[config.mk]
export PLATFORM = sky130hd
export DESIGN_NAME = result_ascii_tx
export DESIGN_NICKNAME = d
export VERILOG_FILES = /design/src/rtl/aoc_pkg.sv /design/src/rtl/bin2bcd_seq.sv /design/src/rtl/result_ascii_tx.sv
export SDC_FILE = /design/constraint.sdc
export NUM_CORES = 1
export LEC_CHECK = 0
export ABC_AREA = 1
export CORE_MARGIN = 1
export CORE_UTILIZATION = 49
export CTS_BUF_LIST = sky130_fd_sc_hd__clkbuf_8
export DETAILED_ROUTE_END_ITERATION = 16
export PLACE_DENSITY = 0.73
export SYNTH_ARGS = -nofsm -noshare
export SYNTH_HDL_FRONTEND = slang
export SYNTH_SLANG_ARGS = --single-unit
[constraint.sdc]
create_clock -name clk -period 1.99 [get_ports clk]
set_clock_uncertainty 0.2 [all_clocks]
set_input_delay 0.398 -clock clk [delete_from_list [all_inputs] [get_ports clk]]
set_output_delay 0.398 -clock clk [all_outputs]
set_load 0.02 [all_outputs]
[src/rtl/aoc_pkg.sv]
// Shared definitions for the result ASCII transmitter: ASCII constants,
// FSM state encoding, emit sequencing phases and a digit-to-ASCII helper.
package aoc_pkg;

    localparam logic [7:0] ASCII_ZERO  = 8'h30;
    localparam logic [7:0] ASCII_COLON = 8'h3A;
    localparam logic [7:0] ASCII_CR    = 8'h0D;
    localparam logic [7:0] ASCII_LF    = 8'h0A;

    typedef enum logic [2:0] {
        ST_IDLE,
        ST_LOAD,
        ST_CONV,
        ST_EMIT,
        ST_FIN
    } tx_state_t;

    typedef enum logic [2:0] {
        PH_LABEL,
        PH_COLON,
        PH_DIGIT,
        PH_CR,
        PH_LF
    } emit_phase_t;

    function automatic logic [7:0] ascii_digit(input logic [3:0] d);
        return ASCII_ZERO | {4'h0, d};
    endfunction

endpackage

[src/rtl/bin2bcd_seq.sv]
// Sequential double-dabble converter: one add-3/shift step per clock,
// DATA_WIDTH steps after load; done rises together with the final BCD value.
module bin2bcd_seq
    import aoc_pkg::*;
#(
    parameter int DATA_WIDTH = 16,
    parameter int DIGITS     = 5
) (
    input  logic                  clk,
    input  logic                  rst,
    input  logic                  load,
    input  logic [DATA_WIDTH-1:0] value,
    output logic [DIGITS*4-1:0]   bcd,
    output logic                  done
);

    localparam int CW = $clog2(DATA_WIDTH + 1);

    logic [DATA_WIDTH-1:0] shift_q;
    logic [DIGITS*4-1:0]   bcd_q;
    logic [DIGITS*4-1:0]   adj_d;
    logic [CW-1:0]         cnt_q;
    logic                  done_q;

    always_comb begin
        adj_d = bcd_q;
        for (int i = 0; i < DIGITS; i++) begin
            if (bcd_q[i*4 +: 4] > 4'd4) begin
                adj_d[i*4 +: 4] = bcd_q[i*4 +: 4] + 4'd3;
            end
        end
    end

    always_ff @(posedge clk) begin
        if (rst) begin
            shift_q <= '0;
            bcd_q   <= '0;
            cnt_q   <= '0;
            done_q  <= 1'b0;
        end else if (load) begin
            shift_q <= value;
            bcd_q   <= '0;
            cnt_q   <= CW'(DATA_WIDTH);
            done_q  <= 1'b0;
        end else if (cnt_q != '0) begin
            // Adjusted digits and the binary operand shift left as one register.
            {bcd_q, shift_q} <= {adj_d[DIGITS*4-2:0], shift_q, 1'b0};
            cnt_q            <= cnt_q - CW'(1);
            done_q           <= (cnt_q == CW'(1));
        end
    end

    assign bcd  = bcd_q;
    assign done = done_q;

endmodule

[src/rtl/result_ascii_tx.sv]
// Streams "1:<part1><eol>2:<part2><eol>" as ASCII over a valid/ready port.
// Define RESULT_TX_CRLF_EN for CR LF line endings (default: LF only).
module result_ascii_tx
    import aoc_pkg::*;
#(
    parameter int DATA_WIDTH = 16,
    parameter int DIGITS     = 5
) (
    input  logic                  clk,
    input  logic                  rst,
    input  logic                  start,
    input  logic [DATA_WIDTH-1:0] part1_result,
    input  logic [DATA_WIDTH-1:0] part2_result,
    output logic [7:0]            out_data,
    output logic                  out_valid,
    input  logic                  out_ready,
    output logic                  busy,
    output logic                  finished
);

    localparam int IW = (DIGITS > 1) ? $clog2(DIGITS) : 1;
    localparam int CW = $clog2(DATA_WIDTH + 1);

    tx_state_t             state_q;
    emit_phase_t           phase_q;
    logic                  part_q;
    logic [DATA_WIDTH-1:0] p1_q;
    logic [DATA_WIDTH-1:0] p2_q;
    logic [7:0]            out_data_q;
    logic                  out_valid_q;
    logic                  busy_q;
    logic                  finished_q;
    logic [IW-1:0]         dig_q;
    logic [CW-1:0]         conv_cnt_q;

    logic                  conv_load_d;
    logic [DATA_WIDTH-1:0] conv_value_d;
    logic [DIGITS*4-1:0]   conv_bcd;
    logic                  conv_done;
    logic [IW-1:0]         lead_d;
    logic [IW-1:0]         dig_dec_d;
    logic [3:0]            digits [DIGITS];

    assign conv_load_d  = (state_q == ST_LOAD);
    assign conv_value_d = part_q ? p2_q : p1_q;
    assign dig_dec_d    = dig_q - IW'(1);

    bin2bcd_seq #(
        .DATA_WIDTH(DATA_WIDTH),
        .DIGITS    (DIGITS)
    ) u_bin2bcd (
        .clk  (clk),
        .rst  (rst),
        .load (conv_load_d),
        .value(conv_value_d),
        .bcd  (conv_bcd),
        .done (conv_done)
    );

    // Highest non-zero digit position; zero maps to position 0 so "0" is sent.
    always_comb begin
        lead_d = '0;
        for (int i = 0; i < DIGITS; i++) begin
            digits[i] = conv_bcd[i*4 +: 4];
            if (conv_bcd[i*4 +: 4] != 4'd0) begin
                lead_d = IW'(i);
            end
        end
    end

    always_ff @(posedge clk) begin
        if (rst) begin
            state_q     <= ST_IDLE;
            phase_q     <= PH_LABEL;
            part_q      <= 1'b0;
            p1_q        <= '0;
            p2_q        <= '0;
            out_data_q  <= 8'h00;
            out_valid_q <= 1'b0;
            busy_q      <= 1'b0;
            finished_q  <= 1'b0;
            dig_q       <= '0;
            conv_cnt_q  <= '0;
        end else begin
            case (state_q)
                ST_IDLE: begin
                    if (start && !finished_q) begin
                        p1_q    <= part1_result;
                        p2_q    <= part2_result;
                        part_q  <= 1'b0;
                        busy_q  <= 1'b1;
                        state_q <= ST_LOAD;
                    end
                end
                ST_LOAD: begin
                    conv_cnt_q <= CW'(DATA_WIDTH - 1);
                    state_q    <= ST_CONV;
                end
                ST_CONV: begin
                    if (conv_cnt_q == '0) begin
                        state_q <= ST_EMIT;
                    end else begin
                        conv_cnt_q <= conv_cnt_q - CW'(1);
                    end
                end
                ST_EMIT: begin
                    // First EMIT cycle only primes the label byte.
                    if (!out_valid_q) begin
                        if (conv_done) begin
                            out_valid_q <= 1'b1;
                            out_data_q  <= ascii_digit(part_q ? 4'd2 : 4'd1);
                            phase_q     <= PH_LABEL;
                        end
                    end else if (out_ready) begin
                        case (phase_q)
                            PH_LABEL: begin
                                out_data_q <= ASCII_COLON;
                                phase_q    <= PH_COLON;
                            end
                            PH_COLON: begin
                                out_data_q <= ascii_digit(digits[lead_d]);
                                dig_q      <= lead_d;
                                phase_q    <= PH_DIGIT;
                            end
                            PH_DIGIT: begin
                                if (dig_q == '0) begin
`ifdef RESULT_TX_CRLF_EN
                                    out_data_q <= ASCII_CR;
                                    phase_q    <= PH_CR;
`else
                                    out_data_q <= ASCII_LF;
                                    phase_q    <= PH_LF;
`endif
                                end else begin
                                    out_data_q <= ascii_digit(digits[dig_dec_d]);
                                    dig_q      <= dig_dec_d;
                                end
                            end
                            PH_CR: begin
                                out_data_q <= ASCII_LF;
                                phase_q    <= PH_LF;
                            end
                            default: begin
                                out_valid_q <= 1'b0;
                                phase_q     <= PH_LABEL;
                                if (!part_q) begin
                                    part_q  <= 1'b1;
                                    state_q <= ST_LOAD;
                                end else begin
                                    busy_q     <= 1'b0;
                                    finished_q <= 1'b1;
                                    state_q    <= ST_FIN;
                                end
                            end
                        endcase
                    end
                end
                ST_FIN: begin
                    busy_q     <= 1'b0;
                    finished_q <= 1'b1;
                end
                default: begin
                    state_q <= ST_IDLE;
                end
            endcase
        end
    end

    assign out_data  = out_data_q;
    assign out_valid = out_valid_q;
    assign busy      = busy_q;
    assign finished  = finished_q;

endmodule
## Yosys cells after proc, flatten, opt, wreduce, memory -nomap -nowiden

Index checks and enable logic that the tools add are counted.

- Input port bits: 36
- Register bits after elaboration: 100
- Word-level logic and storage cells: 144
- Output and inout port bits: 11

- Order comparisons: 7
- Bitwise logic cells: 3
- Eq/ne operators: 19
- $add $sub $neg: 8
- Muxes and demuxes: 62
- Reduce and logical (&&, ||, !) cells: 29

Operators with widths:

| operator | number |
|---|---|
| 16-bit two-way mux | 3 |
| 3-bit two-way mux | 13 |
| 4-bit two-way mux | 8 |
| 8-bit one-hot mux with 4 select lines | 1 |
| 4-bit binary-select mux with 3-bit select | 2 |
| 8-bit two-way mux | 3 |
| 4-bit by 3-bit greater-than comparator with 1-bit output, second input constant | 5 |
| 1-bit two-way mux | 18 |
| 2-bit != test, second input constant | 9 |
| 4-bit by 2-bit adder with 4-bit output, second input constant | 4 |
| 4-bit nonzero test | 4 |
| 5-bit two-way mux | 3 |
| 3-bit one-hot mux with 5 select lines | 1 |
| 5-bit AND reduction | 3 |
| 3-bit by 2-bit == test with 1-bit output, second input constant | 4 |
| 3-bit one-hot mux with 4 select lines | 1 |
| 6-bit AND reduction | 2 |
| 2-bit nonzero test | 6 |
| 5-bit one-hot mux with 2 select lines | 1 |
| 5-bit by 1-bit subtractor with 5-bit output, second input constant | 2 |
| 3-bit zero test | 3 |
| 4-bit >= comparator, second input constant | 2 |
| 3-bit inverter with 4-bit output | 2 |
| 4-bit AND reduction | 2 |
| 21 further kinds | 26 |

## Longest topological paths before layout

- Depth in word-level cells: 12
- Mapped depth: 16
- Gate-level depth less buffers: 16

## Cells and area by module

From an unflattened synthesis, not the netlist that was laid out.

- Cells, all modules: 860
- Area, all modules: 5773.0 um^2

By module, submodules not included:

| module | times used | area an instance (um^2) | sequential area each (um^2) | cells each |
|---|---|---|---|---|
| result_ascii_tx | 1 | 3266.9 | 1101.1 | 475 |
| bin2bcd_seq | 1 | 2506.2 | 840.8 | 385 |

## Least setup slack after synthesis

Ideal clock, no wire load.

- Path type: register to register
- From: register dig_q[0]
- To: register out_data_q[1], in the netlist out_data[1]
- Library setup time: 0.131 ns
- Data arrival time: 1.612 ns
- Period minus slack after synthesis: 1.942 ns
- Stages on the path, launching flop included: 12
- Data required time: 1.659 ns
- Buffers on the path: 1
- Slack: 0.048 ns
- Path through: dfxtp_1 > clkinv_1 > ha_1 > buf_2 > inv_1 > a21oi_1 > a31oi_1 > nand2_1 > a21oi_1 > nand2_1 > nand2_1 > a21oi_2

- Longest elaborated chain between the ends: 9
- Elaborated cells on any way between the ends: 10
- Classes of those cells: add/sub: 1; mux: 7; bitwise: 1; reduce/logical: 1

Ends and longest elaborated chain:

| item | RTL line | text |
|---|---|---|
| start, declared | result_ascii_tx.sv:33 | `logic [IW-1:0] dig_q;` |
| start signal, assigned | result_ascii_tx.sv:122 | `dig_q <= lead_d;` |
| start signal, assigned | result_ascii_tx.sv:136 | `dig_q <= dig_dec_d;` |
| 3-bit by 1-bit subtractor with 3-bit output | result_ascii_tx.sv:46 | `assign dig_dec_d = dig_q - IW'(1);` |
| 3-bit inverter with 4-bit output (implied by the code) | result_ascii_tx.sv:135 | `out_data_q <= ascii_digit(digits[dig_dec_d]);` |
| 4-bit binary-select mux with 3-bit select | result_ascii_tx.sv:135 |  |
| 4-bit two-way mux (implied by the code) (2 in series) | result_ascii_tx.sv:135 |  |
| 6-bit two-way mux (*) | result_ascii_tx.sv:126 | `if (dig_q == '0) begin` |
| 8-bit one-hot mux with 4 select lines (*) | result_ascii_tx.sv:115 | `case (phase_q)` |
| 8-bit two-way mux (*) | result_ascii_tx.sv:114 | `end else if (out_ready) begin` |
| 8-bit two-way mux (*) | result_ascii_tx.sv:108 | `if (!out_valid_q) begin` |
| end signal, assigned | result_ascii_tx.sv:111 | `out_data_q <= ascii_digit(part_q ? 4'd2 : 4'd1);` |
| end signal, assigned | result_ascii_tx.sv:121 | `out_data_q <= ascii_digit(digits[lead_d]);` |
| end signal, assigned | result_ascii_tx.sv:135 |  |
| end, declared | result_ascii_tx.sv:29 | `logic [7:0] out_data_q;` |

Mark *: on every way between the ends. The rest lies on a longest branch, timed or not. The select of a mux whose other input is x is not followed.
A chain may end at the register's enable or synchronous reset.

## Final worst setup path

- From: register u_bin2bcd.bcd_q[16], in the netlist u_bin2bcd.bcd[16]
- To: register out_data_q[3], in the netlist out_data[3]

- Longest elaborated chain between the ends: 9

Ends and longest elaborated chain:

| item | RTL line | text |
|---|---|---|
| start, declared | bin2bcd_seq.sv:20 | `logic [DIGITS*4-1:0] bcd_q;` |
| start signal, assigned | bin2bcd_seq.sv:47 | `{bcd_q, shift_q} <= {adj_d[DIGITS*4-2:0], shift_q, 1'b0};` |
| 4-bit nonzero test | result_ascii_tx.sv:65 | `if (conv_bcd[i*4 +: 4] != 4'd0) begin` |
| 3-bit two-way mux | result_ascii_tx.sv:65 |  |
| 3-bit inverter with 4-bit output (implied by the code) | result_ascii_tx.sv:121 |  |
| 4-bit binary-select mux with 3-bit select | result_ascii_tx.sv:121 |  |
| 4-bit two-way mux (implied by the code) (2 in series) | result_ascii_tx.sv:121 |  |
| 8-bit one-hot mux with 4 select lines | result_ascii_tx.sv:115 |  |
| 8-bit two-way mux | result_ascii_tx.sv:114 |  |
| 8-bit two-way mux | result_ascii_tx.sv:108 |  |

Every way passes these cells. The select of a mux whose other input is x is not followed.

==> flow_summary_export.csv <==
group,metric,value,unit
worst_setup_path,rr_worst_depth,14,
timing,finalCritPeriodShare,99.2,%
timing,maxSlewViolCount,0,
clocking,h-tree-depth,3,
pwr,power_density,1190,nW/µm²
synth,synth_flop_cell,"dfxtp_1",
worst_setup_path,reg2reg_to,"out_data[3]",
drt,totalWireLength,12.2,mm
placement,port_buffers,44,
hold_path,whs_path_depth,2,
synth,avgSynthCellArea,7.07,µm²
finish,n_antenna_cell,0,
floorplanning,dieWidth,102,µm
worst_setup_path,rrSetupSlack,20,ps
clocking,cts_num_sinks,97,
global_routing,grt_pass1_wl,19.6,mm
synth,ys_top_cells_by_count,"nand2_1, dfxtp_1, nor2_1",
floorplanning,initial_core_util,50.4,%
pwr,p_total,0.00725,W
placement,dp_hpwl,8.91,mm
pwr,ir_worst_vdd,0.526,mV
synth,yosysMostFrequentCell,"nand2_1",
run,drv_cap,0,
timing,post-route-min-period,1970,ps
finish,fin_nets,822,
timing,rsz0062_at_grt,"true",
drt,post_drt_wl_per_cell,13.4,µm
floorplanning,die_y,102,µm
finish,fillCellCount,932,
worst_setup_path,path_delay_family,"simple AND/OR/NAND/NOR gates",
hold_path,hold_path_class,"reg -> reg",
floorplanning,dieArea,10500,µm²
synth,yosys_warnings,0,
global_routing,overflow,0,
global_routing,antenna_found_initial,0,
worst_setup_path,cpPeakStageDelay,330,ps
synth,ys_seq_area_share,39.4,%
drt,route.antenna.remaining_nets,0,
worst_setup_path,cp_data_required_time,2090,ps
clocking,clk_path_buf_depth,2,
clocking,cts_tree,"done",
synth,async_reset_ff_share,0,%
synth,synth-edff-count,0,
drt,drc,0,
clocking,clk_pin_slew,100,ps
finish,fin_cells,910,
drt,drt_iter0_markers,200,
hold_path,hold_end,"out_data[3]",
clocking,insertion_delay,370,ps
worst_setup_path,timing.rr.start,"u_bin2bcd.bcd[16]",
global_routing,grt_usage,23.8,%
floorplanning,core-area,9770,µm²
placement,preCtsSetupSlack,-1.18,ps
finish,area_growth,23.5,%
worst_setup_path,cp-end-kind,"flip-flop",
pwr,leakagePower,2.38,nW
synth,syn_inst,697,
timing,setup_viol,0,
hold_path,hold_start,"out_data[3]",
global_routing,grt_pass1_vias,4357,
drt,firstDrtPassIters,5,
worst_setup_path,crit_arrival,2080,ps
worst_setup_path,startpoint_type,"flip-flop",
drt,vias,4842,
timing,fin_tns_setup,0,ps
worst_setup_path,crit_path_frequent_cell,"inv_2",
placement,gp_congestion,0.943,
floorplanning,io_pins,47,
clocking,root_buffer,"clkbuf_8",
worst_setup_path,cp_slowest_cell,"dfxtp_2",
synth,synth_area_leader_cell,"dfxtp_1",
timing,setup_slack,15.4,ps
worst_setup_path,cp.buffers_inverters,5,
timing,finalHoldViolations,0,
global_routing,grt_max_degree,36,
worst_setup_path,crit_type,"reg -> reg",
clocking,cts_made_buffers,9,
synth,netlist-cell-type-count,48,
drt,avgViaCountPerCell,5.32,
floorplanning,row_count,36,
worst_setup_path,path_max_fanout,5,
synth,synth_top_cell_area_share,39.4,%
synth,netlist_area,4930,µm²
worst_setup_path,cp_cell_sequence,"inv_2 -> ha_4 -> inv_2 -> nor2_4 -> inv_2 -> nor2_8 -> inv_4 -> nor2_4 -> inv_2 -> o211ai_1 -> nand3_1 -> nand2_1 -> nand2_1 -> a21oi_1",
placement,numPlacedInstances,886,
synth,synth_area_leaders,"dfxtp_1, nand2_1, o21ai_0, nor2_1, a21oi_1",
synth,synth_seq_cells,97,
finish,drive_above_1_share,16.9,%
run_status,status,"completed",
timing,clock.fmax,506,MHz
-- worst max-delay path by stage --
stage | from | to | cells after the start
finish | u_bin2bcd.bcd[16] | out_data[3] | 14
global route | u_bin2bcd.bcd[16] | out_data[3] | 14
CTS | u_bin2bcd.bcd[17] | out_data[3] | 14
detailed placement | out_ready | finished | 7
global placement | start | p1_q[4] | 7
floorplan | dig_q[0] | out_data[1] | 11
-- kinds of logic after synthesis --
family,after synthesis,synth area share [%]
AOI/OAI and AO/OA,172,19.5
xor gates and xnor gates,7,1.40
adders and majority gates,14,3.55
buffers and inverters,96,7.97
DFF,97,39.4
other,1,0.0761
and+or+nand+nor,310,28.1
-- final cells by class --
type / instances / area [µm²] / area share (%)
clock buffer: 10 / 138 / 2.26
inverter: 67 / 255 / 4.19
sequential: 97 / 1950 / 32.0
tap: 133 / 166 / 2.73
timing repair buffer: 92 / 831 / 13.6
multi-input combinational: 505 / 2710 / 44.5
clock inverter: 6 / 40.0 / 0.658
-- metal layers --
metal | track usage, % | up-vias | wire [µm]
li1 | - | 2448 | -
met1 | 30.6 | 2226 | 5550
met2 | 39.5 | 151 | 5780
met3 | 4.86 | 17 | 691
met4 | 8.46 | 0 | 214
met5 | 0 | - | 0
-- placed cells by master, fill, tap and decap left out, types with 8 or more instances in the layout --
master           netlist  routed
nor2_1                89      89
o21ai_0               72      69
nand3_1               33      33
clkbuf_8               0      10
nand2_1              143     141
ha_1                  14       9
o22ai_1                9       9
a21oi_1               49      49
clkdlybuf4s50_1        0      42
inv_2                 11      16
a31oi_1               22      21
dfxtp_1               97      93
o21ai_1                5       8
inv_1                 53      49
buf_4                  3      45
-- per-stage QoR --
| stage | hold slack, ps | area [µm²] | utilization, % |
|---|---|---|---|
| 6_report | 268 | 6090 | 62.3 |
| 4_1_cts | 273 | 5900 | 60.4 |
| 3_5_place_dp | 260 | 5730 | 58.6 |
| 3_3_place_gp | 252 | 5730 | 58.6 |
| 5_1_grt | 298 | 6090 | 62.3 |
| 2_1_floorplan | 229 | 4930 | - |
-- flip-flops by register name, indices dropped and copies added, names as in the netlist --
register and flops:
conv_cnt_q 5, u_bin2bcd.bcd 20, p2_q 16, phase_q 3
finished 1, state_q 3, out_valid 1, part_q 1
busy 1, p1_q 16, u_bin2bcd.done 1, dig_q 3
out_data 5, u_bin2bcd.cnt_q 5, u_bin2bcd.shift_q 16
-- worst reg2reg max path, delay by kind of cell, from the launching register on --
kind	cells	cell delay, ps
AOI/OAI and AO/OA	2	260
DFF	1	330
and+or+nand+nor	6	690
buffers and inverters	5	310
adders and majority gates	1	140
-- power breakdown --
group | total, W | internal (W) | switching, W
clock network | 0.00122 | 0.000495 | 0.000724
registers | 0.00263 | 0.00236 | 0.000265
logic | 0.00340 | 0.00135 | 0.00206
total | 0.00725 | 0.00420 | 0.00305
-- timing repair --
item                       in CTS  in global routing
resized for setup               2                 35
hold buffers                    0                  0
hold endpoints to repair        0                  0
pin swaps                       0                 12
setup buffers                   0                  8
setup endpoints to repair       2                 26
gates cloned                    0                  0
(Power assumes the default switching activity.)
==> variant: new RTL, same settings <==
The option `RESULT_TX_CRLF_EN` is turned on by a define.
--- a/src/rtl/result_ascii_tx.sv
+++ b/src/rtl/result_ascii_tx.sv
@@ -1,5 +1,7 @@
 // Streams "1:<part1><eol>2:<part2><eol>" as ASCII over a valid/ready port.
 // Define RESULT_TX_CRLF_EN for CR LF line endings (default: LF only).
+`define RESULT_TX_CRLF_EN
+
 module result_ascii_tx
     import aoc_pkg::*;
 #(
Behaviour: no difference found for any inputs over 10 cycles, from zero or initial values and one cycle with rst high; that may be too few to reach the edited logic, so the function may still have changed.
==> variant against the unedited design <==
- total power rose by 10%
- wire length fell by 0.96%
- area after synthesis fell by 1.7%
- design area rose by 0.92%
- sequential cell count did not move
- count of clock-buffer cells in the layout fell by 1
- register-to-register slack improved by 70 ps
- setup slack improved by 44 ps
==> variant: results (changes against the unedited design) <==
** Timing
- The worst-case hold slack was 280.2 ps (+12.62 ps).
- The worst setup slack after layout is 59.39 ps (+43.95 ps).

** Logic synthesis
- Library cells used by synthesis :: 36 (-25%)
- Synthesized-area fraction occupied by ao, oa, aoi and oai cells :: 0.2002 (+0.005231)
- Part of the Yosys area used for sequential elements :: 0.4008 (+0.006918)
- Cell types occupying the most area after synthesis :: dfxtp_1, nand2_1, nor2_1
- Area share of fa/ha/maj cells after synthesis :: 0.03616 (+0.0006240)

** Power
- The power attributed to sequential cells is 2.73 mW (+4%).
- The switching fraction of total power came to 0.4173 (-0.003042).
- Combinational power share :: 0.485 (+0.015)
- The peak supply drop came to 0.0006457 V (+23%).
- The leakage power total came to 2.519 nW (+6.0%).

** Global routing
- The met3 usage is 0.02899 (-0.01958).
- The total routing resource utilization after global routing came to 0.2361 (-0.001904).
- The global-route wire length before repair is 19.37 mm (-1.1%).
- The largest net degree at the start of global routing is 40 (+11%).
- Via count of the first global-routing pass :: 4306 (-1.2%)
- The met2 capacity usage during global routing is 0.3862 (-0.009272).

** Cells and area
- Non-filler cells, final :: 919 (+0.99%)
- Fillers :: 839 (-10%)
- The post-layout net count came to 835 (+1.6%).

** Setup path
- The critical path ends at finished.
- The worst reg-to-reg path cell count was 11 (-3).
- The slowest stage of the critical path is the clkdlybuf4s50_1 cell.
- CP Data Arrival Time :: 1330 ps (-750 ps)
- The delay of the slowest critical-path stage came to 600 ps (+270 ps).
- In this design, the largest share of critical-path delay is due to buffers and inverters.
- The critical-path maximum fanout came to 2 (-3).
- Reg2Reg Launch Point :: state_q[1]

** Run status
- Outcome :: completed

** Drt
- The via-per-instance ratio came to 5.233 (-1.7%).
- The overall routed net length is 12.12 mm (-0.96%).
- The first-pass iteration count of the detailed router is 4 (-1).
- The post-route met1 wirelength was 5.965 mm (+7.4%).

** Placed design
- Worst slack, placed :: -349.0 ps (-347.8 ps)
- The instance area at placement is 5654 um^2 (-1.2%).
- Detail Placement HPWL :: 8.509 mm (-4.5%)

** Hold path
- HP Start :: out_data[1]
- For hold timing, the worst endpoint is out_data[1].
==> variant: cell count changes after synthesis, moves of 4 or more <==
| cell | delta |
|---|---|
| nor2_1 | +14 |
| inv_1 | +11 |
| nand2_2 | -7 |
| o21ai_1 | +6 |
| nand3_1 | -5 |
| nor2_2 | -5 |
| buf_4 | +4 |
| inv_2 | -4 |
==> variant: final cells by class <==
type | count | share of cell area
multi-input cells | 501 | 0.4235
flip-flops and latches | 97 | 0.3175
repair buffers | 103 | 0.1509
inverters | 73 | 0.04622
well taps | 129 | 0.02627
clock buffers | 9 | 0.02016
clock inverters | 7 | 0.01548
==> variant: timing repair <==
action,CTS,global route
cloned,0,1
hold buffers,0,0
endpoints found under the setup margin,54,48
pin swaps,0,18
buffers inserted,0,11
gates resized for setup,4,64
==> variant: worst min-delay path, stage by stage, from the launching register on <==
cell	delay, ps
dfxtp_1	320
nand2_1	80
a21oi_2	50
